### config.mk
export PLATFORM = sky130hd
export DESIGN_NAME = adder_result_stage_flat
export DESIGN_NICKNAME = d
export VERILOG_FILES = /design/src/rtl/adder_pkg.sv /design/src/rtl/adder_result_stage_if.sv /design/src/rtl/adder_result_fifo.sv /design/src/rtl/adder_result_stage.sv /design/src/flat_wrapper.sv
export SDC_FILE = /design/constraint.sdc
export NUM_CORES = 1
export LEC_CHECK = 0
export CORE_UTILIZATION = 40
export DETAILED_ROUTE_END_ITERATION = 10
export GPL_ROUTABILITY_DRIVEN = 1
export SLEW_MARGIN = 20
export SYNTH_ARGS = -nofsm -noshare
export SYNTH_HDL_FRONTEND = slang
export SYNTH_SLANG_ARGS = --single-unit
### constraint.sdc
create_clock -name clk -period 2.05 [get_ports clk]
set_input_delay 0.205 -clock clk [delete_from_list [all_inputs] [get_ports clk]]
set_output_delay 0.205 -clock clk [all_outputs]
set_load 0.1 [all_outputs]
### src/rtl/adder_pkg.sv
// Shared definitions for the adder result stage.
//
// Contents:
//   WORD_W          adder word width
//   SAT_POS/SAT_NEG clamp values applied to overflowing results when
//                   ADDER_RESULT_SAT_EN is defined
//   result_entry_t  {sum, ovf, tag} view of one stored result at the
//                   default tag width
//   sat_clamp()     picks the clamp value from the wrapped sum's sign bit
package adder_pkg;

   localparam int WORD_W    = 32;
   localparam int TAG_W_DEF = 4;

   localparam logic [WORD_W-1:0] SAT_POS = 32'h7FFF_FFFF;
   localparam logic [WORD_W-1:0] SAT_NEG = 32'h8000_0000;

   typedef struct packed {
      logic [WORD_W-1:0]    sum;
      logic                 ovf;
      logic [TAG_W_DEF-1:0] tag;
   } result_entry_t;

   // On signed overflow the wrapped sign bit is the inverse of the true
   // sign: a set bit means the true result was positive.
   function automatic logic [WORD_W-1:0] sat_clamp(input logic [WORD_W-1:0] sum);
      return sum[WORD_W-1] ? SAT_POS : SAT_NEG;
   endfunction

endpackage

### src/rtl/adder_result_stage_if.sv
// Bus between the adder result stage and its surroundings.
//
// Handshake (both channels): a transfer happens on a rising clock edge
// where valid and ready are both 1. The sender holds its data stable while
// valid=1 and ready=0; ready never depends combinationally on valid.
//
// Signals:
//   in_valid/in_ready/in_sum/in_ovf/in_tag     producer channel (adder side)
//   out_valid/out_ready/out_sum/out_ovf/out_tag consumer channel
//   ovf_clr                                     clear sticky flag and counter
//   ovf_sticky/ovf_cnt/level                    status readout
//
// Modports: master = producer/consumer/status side, slave = the stage.
interface adder_result_stage_if #(
   parameter int DEPTH     = 4,
   parameter int TAG_W     = 4,
   parameter int OVF_CNT_W = 8
);
   localparam int LVL_W = $clog2(DEPTH) + 1;

   logic                 in_valid;
   logic                 in_ready;
   logic [31:0]          in_sum;
   logic                 in_ovf;
   logic [TAG_W-1:0]     in_tag;

   logic                 out_valid;
   logic                 out_ready;
   logic [31:0]          out_sum;
   logic                 out_ovf;
   logic [TAG_W-1:0]     out_tag;

   logic                 ovf_clr;
   logic                 ovf_sticky;
   logic [OVF_CNT_W-1:0] ovf_cnt;
   logic [LVL_W-1:0]     level;

   modport master (
      output in_valid, in_sum, in_ovf, in_tag, out_ready, ovf_clr,
      input  in_ready, out_valid, out_sum, out_ovf, out_tag,
             ovf_sticky, ovf_cnt, level
   );

   modport slave (
      input  in_valid, in_sum, in_ovf, in_tag, out_ready, ovf_clr,
      output in_ready, out_valid, out_sum, out_ovf, out_tag,
             ovf_sticky, ovf_cnt, level
   );

endinterface

### src/rtl/adder_result_fifo.sv
// Storage FIFO for the adder result stage: array, wrapping pointers, level.
//
// Ports:
//   clk, rst_n   clock, asynchronous active-low reset
//   push_i       write wr_data_i at the tail (caller guarantees not full)
//   wr_data_i    entry to write
//   pop_i        drop the head entry (caller guarantees not empty)
//   rd_data_o    head entry; when empty, the most recently popped entry
//                (zero after reset)
//   full_o       level == DEPTH, from registered state only
//   level_o      current occupancy
module adder_result_fifo #(
   parameter int DEPTH  = 4,
   parameter int DATA_W = 37
) (
   input  logic                       clk,
   input  logic                       rst_n,
   input  logic                       push_i,
   input  logic [DATA_W-1:0]          wr_data_i,
   input  logic                       pop_i,
   output logic [DATA_W-1:0]          rd_data_o,
   output logic                       full_o,
   output logic [$clog2(DEPTH):0]     level_o
);
   localparam int PTR_W = $clog2(DEPTH);
   localparam int LVL_W = PTR_W + 1;

   logic [DATA_W-1:0] mem_q [DEPTH];
   logic [PTR_W-1:0]  wr_ptr_q, wr_ptr_d;
   logic [PTR_W-1:0]  rd_ptr_q, rd_ptr_d;
   logic [LVL_W-1:0]  level_q, level_d;
   logic [DATA_W-1:0] last_q, last_d;

   // Storage needs no reset: a slot is only read while level counts it.
   always_ff @(posedge clk) begin
      if (push_i) begin
         mem_q[wr_ptr_q] <= wr_data_i;
      end
   end

   always_comb begin
      wr_ptr_d = wr_ptr_q;
      rd_ptr_d = rd_ptr_q;
      level_d  = level_q;
      last_d   = last_q;
      // DEPTH is a power of two, so pointers wrap by plain overflow.
      if (push_i) begin
         wr_ptr_d = wr_ptr_q + PTR_W'(1);
      end
      if (pop_i) begin
         rd_ptr_d = rd_ptr_q + PTR_W'(1);
         last_d   = mem_q[rd_ptr_q];
      end
      case ({push_i, pop_i})
         2'b10:   level_d = level_q + LVL_W'(1);
         2'b01:   level_d = level_q - LVL_W'(1);
         default: level_d = level_q;
      endcase
   end

   always_ff @(posedge clk or negedge rst_n) begin
      if (!rst_n) begin
         wr_ptr_q <= '0;
         rd_ptr_q <= '0;
         level_q  <= '0;
         last_q   <= '0;
      end else begin
         wr_ptr_q <= wr_ptr_d;
         rd_ptr_q <= rd_ptr_d;
         level_q  <= level_d;
         last_q   <= last_d;
      end
   end

   // Empty shows the last popped entry so the consumer side holds its value.
   assign rd_data_o = (level_q == '0) ? last_q : mem_q[rd_ptr_q];
   assign full_o    = (level_q == LVL_W'(DEPTH));
   assign level_o   = level_q;

endmodule

### src/rtl/adder_result_stage.sv
// Registered output stage behind the 32-bit adder. Each accepted result
// (sum, overflow bit, tag) is queued in order and handed to the consumer
// over valid/ready. A sticky overflow flag and a saturating overflow event
// counter give status readout.
//
// Ports:
//   clk, rst_n   clock, asynchronous active-low reset
//   bus          adder_result_stage_if.slave (producer channel, consumer
//                channel, ovf_clr, ovf_sticky, ovf_cnt, level)
//
// Build option: define ADDER_RESULT_SAT_EN to store overflowing sums clamped
// to SAT_POS/SAT_NEG instead of the wrapped two's-complement value.
module adder_result_stage
   import adder_pkg::*;
#(
   parameter int DEPTH     = 4,
   parameter int TAG_W     = 4,
   parameter int OVF_CNT_W = 8
) (
   input logic                 clk,
   input logic                 rst_n,
   adder_result_stage_if.slave bus
);
   localparam int DATA_W = WORD_W + 1 + TAG_W;
   localparam int LVL_W  = $clog2(DEPTH) + 1;

   logic                 push;
   logic                 pop;
   logic                 full;
   logic                 out_valid_w;
   logic [LVL_W-1:0]     level_w;
   logic [WORD_W-1:0]    store_sum;
   logic [DATA_W-1:0]    wr_data;
   logic [DATA_W-1:0]    rd_data;

   logic                 sticky_q, sticky_d;
   logic [OVF_CNT_W-1:0] cnt_q, cnt_d;

   // in_ready comes from the registered level only, so no path from out_ready.
   assign out_valid_w = (level_w != '0);
   assign push        = bus.in_valid & ~full;
   assign pop         = out_valid_w & bus.out_ready;

`ifdef ADDER_RESULT_SAT_EN
   assign store_sum = bus.in_ovf ? sat_clamp(bus.in_sum) : bus.in_sum;
`else
   assign store_sum = bus.in_sum;
`endif

   assign wr_data = {store_sum, bus.in_ovf, bus.in_tag};

   adder_result_fifo #(
      .DEPTH  (DEPTH),
      .DATA_W (DATA_W)
   ) u_fifo (
      .clk       (clk),
      .rst_n     (rst_n),
      .push_i    (push),
      .wr_data_i (wr_data),
      .pop_i     (pop),
      .rd_data_o (rd_data),
      .full_o    (full),
      .level_o   (level_w)
   );

   // A clear and an overflowing push on the same edge leave exactly that
   // one event recorded.
   always_comb begin
      sticky_d = sticky_q;
      cnt_d    = cnt_q;
      if (bus.ovf_clr) begin
         sticky_d = 1'b0;
         cnt_d    = '0;
      end
      if (push && bus.in_ovf) begin
         sticky_d = 1'b1;
         if (bus.ovf_clr) begin
            cnt_d = OVF_CNT_W'(1);
         end else if (cnt_q != '1) begin
            cnt_d = cnt_q + OVF_CNT_W'(1);
         end
      end
   end

   always_ff @(posedge clk or negedge rst_n) begin
      if (!rst_n) begin
         sticky_q <= 1'b0;
         cnt_q    <= '0;
      end else begin
         sticky_q <= sticky_d;
         cnt_q    <= cnt_d;
      end
   end

   assign bus.in_ready   = ~full;
   assign bus.out_valid  = out_valid_w;
   assign bus.out_sum    = rd_data[DATA_W-1 -: WORD_W];
   assign bus.out_ovf    = rd_data[TAG_W];
   assign bus.out_tag    = rd_data[TAG_W-1:0];
   assign bus.ovf_sticky = sticky_q;
   assign bus.ovf_cnt    = cnt_q;
   assign bus.level      = level_w;

endmodule

### src/flat_wrapper.sv
// flat-port wrapper written by rule: the top's interface ports become plain ports
module adder_result_stage_flat import adder_pkg::*;
#(
   parameter int DEPTH     = 4,
   parameter int TAG_W     = 4,
   parameter int OVF_CNT_W = 8
)
  (clk, rst_n, bus_in_valid, bus_in_sum, bus_in_ovf, bus_in_tag, bus_out_ready, bus_ovf_clr, bus_in_ready, bus_out_valid, bus_out_sum, bus_out_ovf, bus_out_tag, bus_ovf_sticky, bus_ovf_cnt, bus_level);
  adder_result_stage_if #(.DEPTH(DEPTH), .TAG_W(TAG_W), .OVF_CNT_W(OVF_CNT_W)) bus_i ();
  input logic clk;
  input logic rst_n;
  input wire logic [$bits(bus_i.in_valid)-1:0] bus_in_valid;
  input wire logic [$bits(bus_i.in_sum)-1:0] bus_in_sum;
  input wire logic [$bits(bus_i.in_ovf)-1:0] bus_in_ovf;
  input wire logic [$bits(bus_i.in_tag)-1:0] bus_in_tag;
  input wire logic [$bits(bus_i.out_ready)-1:0] bus_out_ready;
  input wire logic [$bits(bus_i.ovf_clr)-1:0] bus_ovf_clr;
  output wire logic [$bits(bus_i.in_ready)-1:0] bus_in_ready;
  output wire logic [$bits(bus_i.out_valid)-1:0] bus_out_valid;
  output wire logic [$bits(bus_i.out_sum)-1:0] bus_out_sum;
  output wire logic [$bits(bus_i.out_ovf)-1:0] bus_out_ovf;
  output wire logic [$bits(bus_i.out_tag)-1:0] bus_out_tag;
  output wire logic [$bits(bus_i.ovf_sticky)-1:0] bus_ovf_sticky;
  output wire logic [$bits(bus_i.ovf_cnt)-1:0] bus_ovf_cnt;
  output wire logic [$bits(bus_i.level)-1:0] bus_level;
  assign bus_i.in_valid = bus_in_valid;
  assign bus_i.in_sum = bus_in_sum;
  assign bus_i.in_ovf = bus_in_ovf;
  assign bus_i.in_tag = bus_in_tag;
  assign bus_i.out_ready = bus_out_ready;
  assign bus_i.ovf_clr = bus_ovf_clr;
  assign bus_in_ready = bus_i.in_ready;
  assign bus_out_valid = bus_i.out_valid;
  assign bus_out_sum = bus_i.out_sum;
  assign bus_out_ovf = bus_i.out_ovf;
  assign bus_out_tag = bus_i.out_tag;
  assign bus_ovf_sticky = bus_i.ovf_sticky;
  assign bus_ovf_cnt = bus_i.ovf_cnt;
  assign bus_level = bus_i.level;
  adder_result_stage #(.DEPTH(DEPTH), .TAG_W(TAG_W), .OVF_CNT_W(OVF_CNT_W)) u_core (.clk(clk), .rst_n(rst_n), .bus(bus_i));
endmodule
* After elaboration in Yosys (flattened, before gate mapping)
Memories as Yosys holds them, arrays and structs flattened.
Cells that the tools add are included.
** Storage, ports and cells
- Memory bits (read-only) :: 0
- Register bits :: 53
- Memories kept :: 1
- Word-level logic and storage cells :: 34
- RAM bits :: 148
- Latch bits :: 0
** Cells by class
- Multipliers :: 0
- Equal/unequal tests :: 4
- Bitwise gates (word level) :: 3
- Shift-type cells :: 0
- Add/subtract/negate cells :: 5
- Multiplexer cells :: 10
- Reductions and logical operators :: 5
- Div/mod/pow operators :: 0
- $lt $le $gt $ge :: 0
** Memory list
- u_core.u_fifo.mem_q :: depth 4, bits a word 37, rd ports 1, clocked after memory_dff 0, write ports 1, RTL line adder_result_fifo.sv:28 : logic [DATA_W-1:0] mem_q [DEPTH];
** Operators by type and width (number)
- 37-bit 2-to-1 mux :: 1
- 8-bit 2-to-1 mux :: 4
- 8-bit by 1-bit adder with 8-bit output, second input constant :: 1
- 8-bit != test, second input constant :: 1
- 3-bit case mux with 2 select lines :: 1
- 2-bit by 1-bit adder with 2-bit output, second input constant :: 2
- 1-bit 2-to-1 mux :: 4
- 2-bit nonzero test :: 2
- 3-bit by 1-bit adder with 3-bit output, second input constant :: 1
- 3-bit == test, second input constant :: 1
- 3-bit zero test :: 1
- 3-bit nonzero test :: 1
- 3-bit by 1-bit subtractor with 3-bit output, second input constant :: 1
- 1-bit bitwise AND :: 2
- 2-bit by 1-bit == test with 1-bit output, second input constant :: 1
- 2-bit == test, second input constant :: 1
- 1-bit logical AND :: 1
- 1-bit NOT :: 1

* Depth between registers and ports, before layout
Gate-level depths: netlist of the first run.
- Depth in word-level cells :: 5
- Depth in mapped cells :: 10

* Cells and area by module
From an unflattened synthesis of the first run, not the netlist that was laid out.
** Second synthesis, totals
- Cells, all modules :: 405
- Area total of the unflattened synthesis :: 8079.0 um^2
** Modules (own cells, without submodules)
- adder_result_fifo :: times used 1, cells each 347, area an instance 7526.0 um^2
- adder_result_stage :: times used 1, cells each 58, area an instance 553.0 um^2

* Least setup slack after synthesis of the first run
No wires, ideal clock.
- Path kind :: reg2reg
- Start point :: register u_core.u_fifo.level_q[0] (netlist: u_core.u_fifo.level_o[0])
- End point :: memory u_core.u_fifo.mem_q[0][0], enable pin
- Slack :: -0.840 ns
- Arrival time :: 2.493 ns
- Clock period less this slack :: 2.890 ns
- Cell stages (with the launch flop) :: 5
- Path through :: dfrtp_1 -> nor3b_2 -> nor2b_1 -> clkbuf_1 -> and2_1
** Between the ends
- Longest elaborated chain between the ends :: 5
** RTL lines
- from (decl) :: RTL line adder_result_fifo.sv:31 : logic [LVL_W-1:0] level_q, level_d;
- from (signal assigned) :: RTL line adder_result_fifo.sv:70 : level_q <= level_d;
- 3-bit == test :: RTL line adder_result_fifo.sv:77 : assign full_o = (level_q == LVL_W'(DEPTH));
- 1-bit NOT :: RTL line adder_result_stage.sv:41 : assign push = bus.in_valid & ~full;
- 1-bit bitwise AND :: RTL line adder_result_stage.sv:41
- 1-bit 2-to-1 mux :: RTL line adder_result_fifo.sv:36 : if (push_i) begin
- 1-bit 2-to-1 mux (implied by the code) :: RTL line adder_result_fifo.sv:37 : mem_q[wr_ptr_q] <= wr_data_i;
- to (decl) :: RTL line adder_result_fifo.sv:28
No other way between the ends.

* Worst setup path in the final report of the first run
- Start point :: register u_core.u_fifo.level_q[0] (netlist: u_core.u_fifo.level_o[0])
- End point :: output port bus_out_tag[3]
** Between the ends
- Longest elaborated chain between the ends :: 2
** RTL lines
- 3-bit zero test :: RTL line adder_result_fifo.sv:76 : assign rd_data_o = (level_q == '0) ? last_q : mem_q[rd_ptr_q];
- 37-bit 2-to-1 mux :: RTL line adder_result_fifo.sv:76
- to (decl) :: RTL line flat_wrapper.sv:22 : output wire logic [$bits(bus_i.out_tag)-1:0] bus_out_tag;
No other way between the ends.

==> results.txt, run 1 <==
* Achievable Freq: approximately 420 MHz
- DP Wirelength: 9900 µm
* Initial antenna violation count: 0
- Total number of placement rows: ~50
- The synthesized netlist devotes around 2.5% of its cell area to simple gates.
- Final hold violation count: 0
- Relative to the synthesized area, the layout overhead comes to 36.2%.
- Summing the areas of all xor and xnor instances in the mapped netlist gives less than 1% of the synthesized area.
* Clock slew seen by the registers of the worst setup and hold paths: 0.06 ns
- Number of optimization iterations in the first detailed-route pass: 4
* Multi-input combinational cell area: approximately 0.0024 mm²
* Clock latency reported for the late side of the worst-skew pair: 0.51 ns
- In this run the clock root is driven by a clkbuf_16.
- Worst Skew: 0.0120 ns
- The run finished, with violations left.
- After layout, the worst path uses 117% of the clock period.
- Crit-path most repeated cell: buf_12
- Summing the areas of all fa, ha and maj instances in the mapped netlist gives 1.16% of the synthesized area.
- Filler cell count: 1532
* Drt via density: 5.05
- Counting I/O delays and the setup requirement, the final critical path takes 2.40 ns.
* Nets in the synthesized netlist: 453
* Detailed-route wire length per cell: approximately 20 µm
- Detailed routing inserted a total of slightly above 4000 vias.
* ANT cells: 0
- Crit-path cells: or3_4 > buf_12 > mux2_4 > buf_12
- Measured along the y axis, the die boundary spans between 100 and 150 µm.
* Worst-path maximum fanout: 19
- The floorplan step defined a core boundary enclosing between 0.015 and 0.02 mm².
- Crit-path max cell delay: between 0.4 and 0.5 ns
- In this run the number of H-tree levels came out at 1.
* Ys Warns: 0
- The final layout contains 589 nets.
- Across all setup checks in the final design, the least slack found is -0.350 ns.
- Area fraction in compound gates after synthesis: 0.902%
* Maximum number of pins on one net before global-route repair: 30
- Of the synthesized area, sequential elements account for just over 70%.
* Number of pins with negative max-slew slack in the final report: 0
- In the routed design, unresolved DRC markers number 0.
- Category of the critical setup timing path: flip-flop to output pin
* First-iteration detailed-routing DRC count: 183
- Actual transition at the worst max-transition pin: 0.713 ns
- For this run, the leading register cell type out of synthesis is edfxtp_1.
- The worst hold path belongs to the class input port to asynchronous set/reset pin.
- Buffers inserted during clock tree synthesis total 23.
- EDFF count, synth: 148
- Placed cells: 765
* Leading cell types in the layout, fill and taps excluded: edfxtp_1 (148), mux2_4 (70), buf_12 (52)
* Portion of netlist area occupied by mux cells: approximately 22%
- Die Area: 0.0210 mm²
* WL final: 16500 µm
- Worst Path Required: 1.85 ns
- In this run the horizontal extent of the chip is approximately 150 µm.
* Final number of setup-violating endpoints: 38
* Routability-driven placement congestion ratio: 0.752
- Number of different library cells in the post-synthesis netlist: 32
* Number of nets with antenna violations after detailed routing: 0
* Crit path launch type: flip-flop
- Remaining global-route overflow: 0
- The slowest stage of the critical path belongs to the cell or3_4.
- Synthesis produced a netlist whose cell count is 404.
- After synthesis, the largest family of logic cells by area is multiplexers.
- Ys async rst share: 26.4%
- All-layer global routing usage: 16.1%
* Global-route wire length before repair: ~26000 µm
- After synthesis the netlist holds a flip-flop and latch count of approximately 200.
- Summing every instance area after synthesis gives 0.00819 mm².
* Maximum count of clock buffers along a single path: 3
- Measured on the finished design, the core utilization comes to 56.4%.
- In the final layout, the share of cells above drive strength 1 is 45.6%.
- Port buffering added 92 buffers.
- Clock tree synthesis found a total of 201 sinks.
* Post-synthesis average cell area: a little over 20 µm²
* Critical path endpoint category: output pin
* Max-Slew Margin vs Limit: around 52%
- The initial utilization of the core area, before any placement, comes to 41.4%.
- Setup repair after global routing missed its margin: true
* Final standard cell count with taps included and fillers excluded: 822
* Critical Path AT: roughly 2.2 ns
- Number of I/O pins: 93
- TritonCTS built the clock tree.
- Max cap viols: 0
* Most common library cell in the layout ignoring fill and taps: edfxtp_1
* Area occupied by registers: just under 0.006 mm²
- Number of global-route vias before repair: between 4000 and 5000
* Failing checks: setup timing
-- path summary, 6_finish.rpt --
kind                                                 startpoint                                   end  slack, ns  cells past startpoint
hold reg to reg            u_core.u_fifo.last_q[24]$_DFFE_PN0P_  u_core.u_fifo.last_q[24]$_DFFE_PN0P_       0.51                      1
hold / removal                                            rst_n  u_core.u_fifo.last_q[26]$_DFFE_PN0P_       0.29                      2
max in group asynchronous                                 rst_n  u_core.u_fifo.level_o[2]$_DFFE_PN0P_       1.12                      3
setup / recovery           u_core.u_fifo.level_o[0]$_DFFE_PN0P_                        bus_out_tag[3]      -0.35                      4
setup reg to reg           u_core.u_fifo.level_o[0]$_DFFE_PN0P_  u_core.u_fifo.level_o[1]$_DFFE_PN0P_       0.04                      6
min in group clk                                 bus_in_sum[19]  u_core.u_fifo.mem_q[3][24]$_DFFE_PP_       0.33                      1
-- kinds of logic (layout without fill, tap and decap cells) --
group / after synthesis / after routing
and+or+nand+nor: 36 / 36
DFF: 201 / 201
buffers and inverters: 28 / 181
muxes: 114 / 114
AOI/OAI and AO/OA: 12 / 12
adders and majority gates: 7 / 7
xor gates and xnor gates: 6 / 6
-- sequential cells by signal, summed over array words and instances, names as in the netlist --
signal / count
u_core.u_fifo.rd_ptr_q: 2
u_core.bus.ovf_sticky: 1
u_core.u_fifo.wr_ptr_q: 2
u_core.u_fifo.level_o: 3
u_core.u_fifo.mem_q: 148
u_core.bus.ovf_cnt: 8
u_core.u_fifo.last_q: 37
-- worst max-delay path: cells and delay by family, from the launching register on --
family        cells  cell delay [ns]
buf+inv           2             0.38
flops             1             0.47
mux               1             0.34
simple gates      1             0.48
-- stage by stage --
step	setup slack (ns)	instance area, µm²	hold slack (ns)	setup TNS, ns
after floorplan	-0.240	8370	-0.0906	-1.16
after global placement	0.0549	10200	0.307	0
final	-0.350	11200	0.292	-12.01
after global routing	-0.400	11200	0.331	-14.27
after CTS	-0.381	11100	0.309	-12.83
after detailed placement	-0.0109	10200	0.301	-0.0109
-- layout make-up --
| cell class | count | share of cell area [%] |
|---|---|---|
| inverter | 9 | 0.303 |
| tap | 265 | 2.97 |
| sequential | 201 | 51.9 |
| timing repair buffer | 130 | 16.4 |
| clock inverter | 12 | 1.07 |
| clock buffer | 30 | 5.58 |
| multi-input combinational | 175 | 21.8 |
-- cell usage after synthesis, drive strengths merged (4+ instances only) --
master	n	share of area, %
mux2	75	12
and2	5	0.38
a211oi	4	0.37
nor2	6	0.28
buf	15	1.3
dfrtp	53	16
mux4	37	10
ha	6	0.92
nor3	4	0.24
inv	9	0.41
a21oi	5	0.31
clkbuf	4	0.18
edfxtp	148	54
nand2	8	0.37
-- metal layers --
metal / share of wire [%] / GRT usage (%) / vias up
li1: - / - / 1882
met1: 44 / 21.1 / 2155
met2: 51 / 27.6 / 91
met3: 3.4 / 2.64 / 27
met4: 2.4 / 5.05 / 0
met5: 0 / 0 / -
-- repair_timing --
item                                   4_1_cts  5_1_grt
hold buffers                                 1        0
resized for setup                           10        3
setup buffers                                6        3
setup endpoints to repair                   40       40
cloned                                       3        2
endpoints found under the hold margin       24        0
pin swaps                                    0        3
Power of run 1 is left out: the tool's default activity adds up to more than one toggle a clock period on the data nets, which glitch-free logic cannot reach.
==> inputs of run 2 (changes only) <==
CORE_MARGIN = 5   (was unset)
SETUP_SLACK_MARGIN = 0.05   (was unset)
==> run 2 against run 1 <==
  * The flow still finishes with violations (setup timing)
  * Global-route usage decreased by 2.2 points
  * Clock skew decreased by 0.0018 ns
  * First-iteration DRC count decreased by 9.3%
  * Die area increased by 11%
  * Sequential cell count unchanged
  * Maximum frequency increased by 0.40%
  * Hold slack improved by 0.014 ns
  * Core utilization decreased by 1.4 points
  * Non-clock buffer count decreased by 8
  * Clock-buffer cell count increased by 1
  * Final area decreased by 0.54%
  * Highest routed layer unchanged
==> results.txt, run 2 (synthesis gave the netlist of run 1 again) <==
- Outcome: finished with violations
- Failing checks: setup timing
- Critical Path AT: 2.19 ns
* Worst-path maximum fanout: 16
- The number of max-slew violations in the final report came to 0.
- Global routing finished with a remaining overflow of 0.
- Remaining design rule violation count: 0
* Top reg by flops: u_core.u_fifo.mem_q
* Leading cell types in the layout, fill and taps excluded: edfxtp_1 (148), mux2_4 (74), buf_12 (51)
* Category of the critical setup timing path: flip-flop to output pin
- Achievable Freq: 418 MHz
- CTS Root Buffer Type: clkbuf_16
* Total number of vias: between 4000 and 5000
- Compared with the post-synthesis result, the final layout area differs by 35.5%.
- Number of I/O pins: 93
* Number of optimization iterations in the first detailed-route pass: 4
- Final hold violation count: 0
- Maximum number of pins on one net before global-route repair: 25
- Row generation in the floorplan step produced 52 rows.
- Actual transition at the worst max-transition pin: 0.683 ns
- Clock sink total: 201
- Number of H-tree levels: 1
* Number of global-route vias before repair: 4482
* Max cap viols: 0
- Maximum count of clock buffers along a single path: 3
* Fraction of final layout cells sized beyond drive strength 1: 45.7%
- The number of antenna violations at the first check in global routing came to 0.
* Effective utilization at floorplan: 40.6%
- In the post-route analysis, the smallest setup slack over all paths is -0.341 ns.
* Clock slew seen by the registers of the worst setup and hold paths: 0.06 ns
- Most common library cell in the layout ignoring fill and taps: edfxtp_1
* WHS: 0.306 ns
* Global-route wire length before repair: 25800 µm
- In the final layout, the multi-input gates occupy roughly 0.0024 mm².
* Number of nets with antenna violations after detailed routing: 0
* Filler cell count: 1574
* First-iteration detailed-routing DRC count: roughly 170
- ANT cells: 0
- Setup repair after global routing could not meet its margin everywhere.
- Core region area: 0.0202 mm²
- The register with the most flip-flops in the layout has 148 of them.
- The worst setup path is captured at an output pin.
- In the finished design, the share of the clock period the worst path needs comes to 117%.
- Setup violations remaining at the end of the flow were counted as 38.
- In this run the cell area measured after placement is 0.0102 mm².
- Cts bufs inserted: 22
* Detailed-route wire length per cell: approximately 20 µm
- Using the TritonRoute via totals, the vias-per-cell ratio works out to 4.95.
- The later pin in the worst-skew pair is clocked with a latency of 0.49 ns.
* Crit path launch type: flip-flop
- Input and output buffers added on the ports amount to roughly 90.
- Fin crit period: 2.39 ns
- The min-delay analysis places its worst path in the category input port to asynchronous set/reset pin.
* Max-Slew Margin vs Limit: between 50 and 60%
- The sequential cells in the finished layout cover a total of 0.00579 mm².
* Die outline height: 153 µm
- For this run, the post-layout net count is 580.
- Routability-driven placement congestion ratio: 0.759
* DP Wirelength: between 10000 and 15000 µm
* Worst Path Required: 1.85 ns
* Clock tree from TritonCTS: built
- All-layer global routing usage: approximately 14%
* Final setup TNS: -11.47 ns
- Setup slack at placement: -0.0301 ns
- After detailed routing, the total wire length is 16100 µm.
- Die Area: between 0.02 and 0.025 mm²
* Overall die width: roughly 150 µm
* Worst Skew: ~0.01 ns
* Final non-filler cell area: ~0.011 mm²
[run 2: cell types whose count changed in the layout (fill, tap and decap cells not counted), moves of 2 or more]
cell / before / now
buf_4: 28 / 25
inv_6: 2 / 0
clkinv_1: 4 / 1
mux2_2: 5 / 1
mux2_4: 70 / 74
clkbuf_8: 2 / 5
clkbuf_16: 25 / 23
clkinvlp_4: 1 / 3
clkbuf_1: 5 / 3
[run 2: metal layers]
layer | track usage [%] | routed length, µm | vias up | share of wire, %
li1 | - | - | 1844 | -
met1 | 18.2 | 6890 | 2091 | 43
met2 | 24.0 | 8270 | 91 | 51
met3 | 2.97 | 683 | 17 | 4.2
met4 | 3.14 | 261 | 0 | 1.6
met5 | 0 | 0 | - | 0
[run 2: through the flow]
stage | cells | util (%)
after CTS | 817 | 54.9
after global placement | 773 | 50.7
final | 817 | 55.0
after floorplan | 404 | -
after global routing | 817 | 55.0
after detailed placement | 773 | 50.7
[run 2: timing repair]
action	in CTS	in global routing
hold endpoints to repair	22	0
setup buffers	1	0
gates cloned	2	0
pin swaps	0	4
hold buffers	1	0
setup endpoints to repair	40	44
gates resized for setup	3	5
[run 2: worst max-delay path, stage by stage, from the launching register on]
cell,delay (ns)
dfrtp_4,0.47
or3_4,0.49
buf_12,0.20
mux2_4,0.34
buf_12,0.17
[run 2: final cells by class]
cell class	instances	area share, %
multi-input cells	175	22.1
clock buffers	31	5.91
flip-flops and latches	201	52.2
inverters	9	0.305
clock inverters	9	1.14
repair buffers	122	15.3
well taps	270	3.05
[run 2: final timing paths]
check / slack, ns / from / to / cells past startpoint
worst max-delay path: -0.34 / u_core.u_fifo.level_o[0]$_DFFE_PN0P_ / bus_out_sum[19] / 4
worst min-delay path: 0.31 / rst_n / u_core.bus.ovf_cnt[6]$_DFF_PN0_ / 2
worst max register to register: 0 / u_core.u_fifo.level_o[0]$_DFFE_PN0P_ / u_core.u_fifo.level_o[2]$_DFFE_PN0P_ / 8
worst min register to register: 0.51 / u_core.u_fifo.last_q[28]$_DFFE_PN0P_ / u_core.u_fifo.last_q[28]$_DFFE_PN0P_ / 1
max in group asynchronous: 1.14 / rst_n / u_core.u_fifo.level_o[0]$_DFFE_PN0P_ / 3
min in group clk: 0.34 / bus_in_sum[14] / u_core.u_fifo.mem_q[2][19]$_DFFE_PP_ / 1
Power of run 2 is left out for the same reason.
==> inputs of run 3 (changes only) <==
CTS_CLUSTER_SIZE = 14   (was unset)
==> run 3 against run 2 <==
  * The flow still finishes with violations (setup timing)
  * Critical endpoint is now bus_out_sum[10]
  * Sequential share of layout area up 0.088 points
  * Final area fell by 0.17%
  * Routed wire length is 0.77% higher
  * Global-route usage up 0.13 points
  * Non-clock buffer count did not move
==> results.txt, run 3 (synthesis gave the netlist of run 1 again) <==
- The flow ran to the end, but the final reports show violations.
* Failing checks: setup timing
- The worst hold path belongs to the class input port to asynchronous set/reset pin.
- At the end of routability-driven placement, the weighted congestion stood at 0.759.
- The root buffer cell chosen for the clock tree is clkbuf_16.
* Worst-path maximum fanout: 16
- Crit-path most repeated cell: buf_12
- The final layout contains routed wiring with a total length of 16200 µm.
- Once detail routing completed, the nets flagged for antenna violations numbered 0.
- Number of cell instances on the worst register-to-register path: 8
- STA classifies the critical path startpoint as a flip-flop.
* Setup repair after global routing missed its margin: true
- Final standard cell count with taps included and fillers excluded: between 800 and 900
- Summing all non-filler instances in the final layout gives an area of 0.0111 mm².
- Clock latency reported for the late side of the worst-skew pair: 0.49 ns
* Filler cell count: roughly 1600
- On the final layout, the worst clock skew is 0.00615 ns.
* Clock sink total: 201
* Total number of vias: just over 4000
- Maximum number of pins on one net before global-route repair: 25
- Cell type group with the largest total delay on the critical path: simple AND/OR/NAND/NOR gates
* Effective utilization at floorplan: between 40% and 50%
* Area added between synthesis and finish: 35.3%
* Start of the worst register-to-register path: u_core.u_fifo.level_o[0]$_DFFE_PN0P_
- Maximum count of clock buffers along a single path: 3
- Of the available clock period, the critical path in the final layout requires 117%.
- The slowest stage of the critical path belongs to the cell or3_4.
- Leading cell types in the layout, fill and taps excluded: edfxtp_1 (148), mux2_4 (74), buf_12 (51)
* Final number of setup-violating endpoints: 38
- Max-Slew Margin vs Limit: 53.9%
- At the worst endpoint, the required time is about 1.9 ns.
* Number of optimization iterations in the first detailed-route pass: 4
- Detailed-route wire length per cell: 19.9 µm
* RR Endpoint: u_core.u_fifo.level_o[2]$_DFFE_PN0P_
* Crit-path cells: or3_4 > buf_12 > mux2_4 > buf_12
- All-layer global routing usage: 14.0%
- Once placement completed, the tool counted placed cells totaling 773.
* Core region area: 0.0202 mm²
- At the worst endpoint, the arrival time is 2.20 ns.
* Layout net count: 580
- Drt via density: 5.00
* ANT cells: 0
- Clock tree synthesis inserted a total of 22 buffers.
* Remaining design rule violation count: 0
* Reg-to-reg setup timing slack: 0 ns
- Number of I/O pins: 93
- The number of max-slew violations in the final report is 0.
- Global-route wire length before repair: ~26000 µm
- Total number of placement rows: 52
- On the worst path, the slowest cell contributes a delay of 0.49 ns.
* Final hold violation count: 0
- Category of the critical setup timing path: flip-flop to output pin
* Post-route setup slack: -0.352 ns
- CTS built an H-tree with a depth of 1.
- Max-cap violations in this run came to 0.
* Fin crit period: 2.40 ns
- Die outline height: 153 µm
- WHS: 0.305 ns
- First-iteration detailed-routing DRC count: 168
* Total placed instance area: 0.0102 mm²
- Top reg by flops: u_core.u_fifo.mem_q
- The critical path contains buffers and inverters numbering 2 combined.
* PortBufs: 92
* Overall die width: about 150 µm
- Of the cells placed in the final design, the portion with a size suffix greater than 1 is 45.9%.
- The library cell used most frequently in the layout, excluding fill and tap cells, is edfxtp_1.
* Number of global-route vias before repair: 4507
* Remaining global-route overflow: 0
- Largest register FFs: 148
* Critical path endpoint category: output pin
- Die Area: approximately 0.023 mm²
* Clock tree from TritonCTS: built
- Once detailed placement completed, the half-perimeter wirelength came to 10400 µm.
- Initial antenna violation count: 0
- For the pin with the worst max-slew slack, the measured transition is about 0.69 ns.
- Achievable Freq: between 400 and 500 MHz
- After clock tree synthesis, the clock-pin slew on the worst setup and hold paths is 0.06 ns.
[run 3: cell count changes in the layout (fill, tap and decap cells not counted)]
cell        before  now
clkbuf_8         5    2
clkinv_1         1    0
clkinvlp_4       3    1
clkinv_4         0    3
clkinv_2         2    5
[run 3: worst max path at each step]
| stage | cells after the start | endpoint | from | slack [ns] |
|---|---|---|---|---|
| 2_1_floorplan | 10 | u_core.u_fifo.level_o[2]$_DFFE_PN0P_ | u_core.u_fifo.level_o[2]$_DFFE_PN0P_ | -0.24 |
| 6_report | 4 | bus_out_sum[10] | u_core.u_fifo.level_o[0]$_DFFE_PN0P_ | -0.35 |
| 3_3_place_gp | 8 | u_core.u_fifo.level_o[2]$_DFFE_PN0P_ | u_core.u_fifo.level_o[2]$_DFFE_PN0P_ | 0.005 |
| 4_1_cts | 4 | bus_out_tag[3] | u_core.u_fifo.rd_ptr_q[0]$_DFFE_PN0P_ | -0.38 |
| 5_1_grt | 4 | bus_out_tag[3] | u_core.u_fifo.rd_ptr_q[0]$_DFFE_PN0P_ | -0.41 |
| 3_5_place_dp | 8 | u_core.u_fifo.level_o[2]$_DFFE_PN0P_ | u_core.u_fifo.level_o[2]$_DFFE_PN0P_ | -0.03 |
[run 3: final cells by class]
| type | instances | area (µm²) | area share [%] |
|---|---|---|---|
| repair buffers | 122 | 1700 | 15.4 |
| flip-flops and latches | 201 | 5790 | 52.3 |
| clock buffers | 28 | 614 | 5.55 |
| inverters | 9 | 33.8 | 0.305 |
| well taps | 270 | 338 | 3.05 |
| multi-input cells | 175 | 2450 | 22.1 |
| clock inverters | 12 | 149 | 1.34 |
[run 3: worst reg2reg max path, stage by stage, from the launching register on]
cell     delay (ns)
dfrtp_4        0.48
or3_4          0.49
and2_4         0.20
ha_4           0.16
inv_2          0.05
fa_2           0.19
xor2_1         0.13
nor2_1         0.07
xor2_1         0.16
[run 3: stage by stage]
stage               TNS, ns  util (%)  setup slack, ns
global placement          0      50.7          0.00476
floorplan             -1.89         -           -0.240
CTS                  -13.12      54.8           -0.378
finish               -11.94      54.9           -0.352
global route         -14.43      54.9           -0.412
detailed placement  -0.0342      50.7          -0.0301
[run 3: repair_timing]
action	CTS	global route
gates cloned	2	0
hold buffers	1	0
pin swaps	0	4
setup buffers	1	0
endpoints found under the hold margin	22	0
gates resized for setup	3	5
endpoints found under the setup margin	40	42
[run 3: metal layers]
layer / up-vias / track usage (%) / wire (µm)
met3: 28 / 2.88 / 803
met4: 0 / 3.52 / 383
li1: 1849 / - / -
met5: - / 0 / 0
met2: 99 / 24.2 / 8260
met1: 2111 / 18.3 / 6780
Power of run 3 is left out for the same reason.
